[src/rtl/pe_seq.sv]
// pe_seq: sequential processing element with four neighbour operands, three local registers, a memory word and a restoring divider
module pe_seq #(
    parameter int DATA_W = 8,
    parameter int CTRL_W = 12
) (
    input  logic              clk,
    input  logic              rst,
    input  logic [CTRL_W-1:0] ctrl,
    input  logic              ctrl_valid,
    output logic              ctrl_ready,
    input  logic [DATA_W-1:0] E,
    input  logic [DATA_W-1:0] S,
    input  logic [DATA_W-1:0] W,
    input  logic [DATA_W-1:0] N,
    output logic [DATA_W-1:0] OutputE,
    output logic [DATA_W-1:0] OutputS,
    output logic [DATA_W-1:0] OutputW,
    output logic [DATA_W-1:0] OutputN,
    output logic [DATA_W-1:0] Data_memory,
    output logic              done,
    output logic              div_err
);
    localparam int CNT_W = $clog2(DATA_W) + 1;
    typedef enum logic [1:0] {IDLE, EXEC, DIV, WB} state_t;
    state_t state, state_nx;
    logic [7:0][DATA_W-1:0] dst_q;
    logic [7:0][DATA_W-1:0] src;
    logic [2:0] op, dst;
    logic [DATA_W-1:0] a, b, rem, rem_nx, alu, wr_val;
    logic [DATA_W:0] rem_sh, diff;
    logic [CNT_W-1:0] cnt;
    logic wr_en, wr_err, ge;
    assign src = {dst_q[7:4], N, W, S, E};
    assign {Data_memory, OutputN, OutputW, OutputS, OutputE} = {dst_q[7], dst_q[3], dst_q[2], dst_q[1], dst_q[0]};
    assign ctrl_ready = state == IDLE;
    assign alu = op == 3'd0 ? a + b : op == 3'd1 ? a - b : op == 3'd2 ? a * b :
                 op == 3'd4 ? a & b : op == 3'd5 ? a | b : op == 3'd6 ? a ^ b : a;
    assign rem_sh = {rem, a[DATA_W-1]};
    assign diff = rem_sh - {1'b0, b};
    assign ge = ~diff[DATA_W];
    assign rem_nx = ge ? diff[DATA_W-1:0] : rem_sh[DATA_W-1:0];
    // state register
    always_ff @(posedge clk)
        state <= rst ? IDLE : state_nx;
    // next state and write strobe; a zero divisor forces an all-ones result
    always_comb begin
        state_nx = state;
        wr_en = 1'b0;
        wr_err = 1'b0;
        wr_val = alu;
        case (state)
            IDLE: if (ctrl_valid) state_nx = ctrl[2:0] == 3'd3 ? DIV : EXEC;
            EXEC: begin
                state_nx = IDLE;
                wr_en = 1'b1;
            end
            DIV: if (cnt == CNT_W'(DATA_W - 1)) state_nx = WB;
            WB: begin
                state_nx = IDLE;
                wr_en = 1'b1;
                wr_err = b == '0;
                wr_val = b == '0 ? '1 : a;
            end
            default: state_nx = IDLE;
        endcase
    end
    // snapshot instruction and operands on accept; during DIV shift the quotient into a
    always_ff @(posedge clk) begin
        if (state == IDLE && ctrl_valid) begin
            op <= ctrl[2:0];
            dst <= ctrl[11:9];
            a <= src[ctrl[8:6]];
            b <= src[ctrl[5:3]];
            rem <= '0;
            cnt <= '0;
        end else if (state == DIV) begin
            a <= {a[DATA_W-2:0], ge};
            rem <= rem_nx;
            cnt <= cnt + 1'b1;
        end
    end
    // destination file: exactly one entry written per instruction
    always_ff @(posedge clk) begin
        if (rst) dst_q <= '0;
        else if (wr_en) dst_q[dst] <= wr_val;
    end
    // completion pulses follow the write edge
    always_ff @(posedge clk) begin
        done <= ~rst & wr_en;
        div_err <= ~rst & wr_en & wr_err;
    end
endmodule
[config.mk]
export PLATFORM = sky130hd
export DESIGN_NAME = pe_seq
export DESIGN_NICKNAME = d
export VERILOG_FILES = /design/src/rtl/pe_seq.sv
export SDC_FILE = /design/constraint.sdc
export NUM_CORES = 1
export LEC_CHECK = 0
export BUFFER_PORTS_ARGS = -buffer_cell sky130_fd_sc_hd__buf_2
export CAP_MARGIN = 25
export CORE_MARGIN = 1
export CORE_UTILIZATION = 55
export DETAILED_ROUTE_END_ITERATION = 6
export GPL_TIMING_DRIVEN = 1
export MAX_ROUTING_LAYER = met4
export PLACE_DENSITY = 0.77
export REMOVE_ABC_BUFFERS = 1
export SYNTH_ARGS = -nofsm -noshare
export SYNTH_HDL_FRONTEND = slang
export SYNTH_SLANG_ARGS = --single-unit
[constraint.sdc]
create_clock -name clk -period 13.48 [get_ports clk]
set_clock_uncertainty 0.05 [all_clocks]
set_input_delay 2.022 -clock clk [delete_from_list [all_inputs] [get_ports clk]]
set_output_delay 2.022 -clock clk [all_outputs]
set_load 0.01 [all_outputs]
==> impl_summary.txt <==
----------------------------------------------------
[Routing]
  Number of remaining DRC errors ... 0
  Number of detailed-route iterations in the first pass ... 5
  Wirelength per Cell ... 17.9 µm
  Routed WL ... 18.3 mm
  Post-DRT Antenna Nets ... 0
  Drt first-iter violations ... around 470
  Vias post-DR ... 6084
  Via-per-instance ratio ... just under 6

[Synthesis]
  Synth cell types ... 53
  Total number of yosys warnings ... 0
  Flops & latches, synth ... 102
  Leading post-synthesis cells by cell area ... dfxtp_1 (22%), mux4_2 (11%), edfxtp_1 (9.1%)
  Ys flop type ... dfxtp_1
  Avg Cell Area, Syn ... about 8.9 µm²
  Number of enable flip-flop cells after synthesis ... 22
  Post-synthesis instance total ... between 800 and 900
  Cell accounting for the most synthesized area ... dfxtp_1
  Share of the synthesized area in the top cell type ... 22.0%
  Post-synthesis async set-or-reset flop share ... 0%
  Share of synthesized area occupied by flip-flops and latches ... a little under a third
  Cell Area, Synth ... ~7300 µm²

[Timing]
  Fin Hold WS ... approximately 0.41 ns
  Slew headroom ... around a third
  Share of the cycle needed by the critical path after routing ... 35.8%
  Final setup violation count ... 0
  Min Tclk post-route ... roughly 4.8 ns
  Number of pins exceeding their max-slew limit in the final report ... 0
  FMAX ... 207 MHz
  Hold Vio Cnt, Final ... 0
  Worst-margin pin slew ... around 1 ns
  Fin Setup TNS ... 0 ns
  Unrepaired setup endpoints after global routing ... false

[Clock network]
  Number of levels in the clock H-tree ... 3
  Clock root buffer ... clkbuf_16
  Clock transition time at the flip-flop clock pins of the worst setup and hold paths ... 0.07 ns
  CTS Hold Bufs ... 0
  Count of cells resized by post-cts repair ... 0
  Number of buffers added by the clock tree synthesis step ... 9
  CTS Buffer Depth ... 2
  Count of buffers added by post-CTS timing repair for setup ... 0
  Clock Latency Late Sink ... approximately 0.36 ns
  Clock sinks ... slightly above 100
  Clock tree from TritonCTS ... yes

[Cells and area]
  Antenna fix cells ... 0
  Proportion of layout cells with a drive suffix above 1 ... 17.7%
  Area growth from synthesis to layout ... 7.35%
  Final Non-Filler Cells ... 1024
  Area taken by multi-input logic gates ... 4380 µm²
  Final core area utilization ... roughly three fifths
  Post-route cell area ... just under 8000 µm²
  Area occupied by registers ... roughly 2300 µm²
  Nets@finish ... around 960
  Number of filler instances in the final layout ... 1120

[GRT]
  Number of antenna violations at the first check in global routing ... 0
  Maximum number of pins on one net before global-route repair ... 47
  First-pass GRT wire length ... between 30 and 40 mm
  Via count of the first global-routing pass ... about 5800
  Total overflow reported by the global router ... 0
  Total global-route track usage ... 30.1%

[Worst hold path]
  Startpoint of the tightest hold check path ... OutputE[1]
  Worst min-delay path class ... flip-flop to flip-flop
  Worst hold stages ... 2
  Worst Hold End ... OutputE[1]

[Setup path]
  Kind of critical path ... flip-flop to flip-flop
  Crit path buffers/inverters ... 2
  Critical-path cell list ... nand2_1 > fa_1 > fa_1 > inv_1 > fa_1 > inv_1 > fa_1 > xor2_1 > xnor3_1 > xnor3_1 > xnor3_1 > o2111ai_2 > o31ai_4 > o21ai_0
  Worst reg2reg endpoint ... dst_q[47]
  Type of element launching the critical path ... flip-flop
  Slowest cell on the critical path ... edfxtp_1
  Maximum cell stage delay along the critical path ... between 0.5 and 0.6 ns
  Family with the most delay on the worst path ... adder cells
  Worst endpoint required time ... 13.65 ns
  R2R cell count ... 14
  Arrival time at the worst endpoint ... 4.99 ns
  Critical register-to-register path startpoint ... a[1]
  Worst-path maximum fanout ... 9
  Reg-to-reg setup timing slack ... 8.66 ns
  Worst setup EP type ... flip-flop
  Most frequent CP cell ... fa_1

[Power and ir drop]
  Switch share ... 32.9%
  Switching power total ... 0.000282 W
  Static power due to leakage ... 3.27 nW
  Proportion of power drawn by the clock network ... ~30%
  Part of the total power dissipated in combinational logic ... a little under a third
  Internal Pwr Total ... roughly 0.00058 W
  IR Drop Worst-Case VDD ... roughly 88 µV
  Reg power frac ... roughly 40%
  Cell area power density ... around 110 nW/µm²

[Run]
  Total of max-cap violations ... 0

[Placed design]
  Number of buffers added on ports ... 89
  DP HPWL ... between 10 and 15 mm
  Placed cell areas ... between 7000 and 8000 µm²
  Placer congestion estimate ... between 0.9 and 1
  Cell total after placement ... 1008

[Die]
  Core region area ... between 10000 and 15000 µm²
  Die Width ... about 120 µm
  Area of the die ... 13700 µm²
  Effective utilization at floorplan ... between 50% and 60%
  Cell Rows ... 41
  Top-level port count ... 90
  Die Height ... approximately 120 µm

[Outcome]
  Outcome ... completed

----------------------------------------------------
==> per-layer routing <==
layer | GRT usage, % | wire length [µm]
met5 | - | 0
met4 | 11.6 | 442
met3 | 4.38 | 1220
met2 | 49.6 | 9020
met1 | 37.7 | 7630
==> how the worst max path moves through the flow <==
stage,cells after the start,slack (ns),start,to
after detailed placement,14,8.72,a[1],dst_q[39]
final,14,8.66,a[1],dst_q[47]
after global routing,14,8.41,a[1],dst_q[55]
after CTS,14,8.70,a[1],dst_q[55]
after global placement,13,8.82,a[3],dst_q[55]
after floorplan,13,9.08,a[3],dst_q[55]
==> layout make-up <==
class | count | area share [%]
Clock buffer | 11 | 3.25
Clock inverter | 5 | 0.480
Inverter | 57 | 2.73
Multi-Input combinational cell | 586 | 56.0
Sequential cell | 102 | 28.9
Tap cell | 172 | 2.75
Timing Repair Buffer | 91 | 5.88
==> synth_stat cells (2+ instances only) <==
master / n
o21bai_1: 3
buf_4: 40
nor2b_1: 9
o21a_1: 3
mux2_2: 8
nand3_1: 29
o21ai_0: 42
a211oi_1: 4
or3_1: 2
o21ai_1: 5
buf_2: 3
a22o_1: 3
edfxtp_1: 22
nor2_1: 79
o22ai_1: 4
nor4_1: 4
mux2i_1: 19
o211ai_1: 2
nor3_1: 9
o221ai_1: 3
dfxtp_1: 80
clkbuf_1: 26
inv_1: 56
o41ai_1: 2
a21oi_1: 72
a31oi_1: 12
o2111ai_1: 2
mux4_2: 34
fa_1: 15
a221o_1: 3
ha_1: 49
nand2b_1: 8
and3_1: 3
buf_1: 5
a21o_1: 3
xor2_1: 5
xnor2_1: 19
xnor3_1: 3
nand2_1: 113
o31ai_1: 2
nand4_1: 2
==> worst register-to-register path: cells and delay by family (launching register included) <==
family / cells / cell delay [ns]
buffers and inverters: 2 / 0.10
adder cells (fa/ha/maj): 4 / 1.95
AND/OR/NAND/NOR: 1 / 0.14
flip-flops: 1 / 0.56
AO/OA/AOI/OAI: 3 / 0.79
XOR/XNOR: 4 / 1.10
==> state kept, by name, summed over array words and instances (netlist names) <==
signal / flops
cnt: 4
b: 8
rem: 8
a: 8
OutputE: 8
op: 3
div_err: 1
OutputN: 8
dst_q: 24
Data_memory: 8
OutputS: 8
OutputW: 8
dst: 3
state: 2
done: 1
==> cell families after synthesis <==
logic type      synth area share, %
flops                          31.0
fa+ha+maj                      12.5
mux                            14.3
compound gates                 14.1
xor+xnor                       4.03
simple gates                   15.1
buf+inv                        8.86
==> power by group through the flow <==
stage | Combinational [W] | Clock, W | Sequential [W]
floorplan | 0.000186 | 0 | 0.000343
global placement | 0.000252 | 0 | 0.000348
detailed placement | 0.000255 | 0 | 0.000348
CTS | 0.000257 | 0.000261 | 0.000341
global route | 0.000290 | 0.000273 | 0.000344
finish | 0.000259 | 0.000256 | 0.000342
==> placed cells by master (no fill, tap or decap), types with 3 or more instances in the layout <==
cell type,count
o21a_1,3
nand3_1,29
a31oi_1,12
buf_2,89
nor4_1,4
xor2_1,5
nor2_1,79
inv_1,56
a22o_1,3
nand2b_1,8
nand2_1,113
o21ai_0,42
a221o_1,3
o221ai_1,3
a21oi_1,72
mux2i_1,19
xnor3_1,3
o21ai_1,5
dfxtp_1,80
and3_1,3
o21bai_1,3
ha_1,49
xnor2_1,19
a21o_1,3
nor2b_1,9
mux4_2,34
edfxtp_1,22
clkbuf_16,10
mux2_2,8
o22ai_1,4
nor3_1,9
a211oi_1,4
fa_1,15
==> metrics by stage <==
stage | power [W] | setup slack (ns)
floorplan | 0.000529 | 9.08
global placement | 0.000600 | 8.82
detailed placement | 0.000603 | 8.72
CTS | 0.000859 | 8.70
global route | 0.000907 | 8.41
finish | 0.000858 | 8.66
Note: power is estimated with default switching activity, not from simulation.
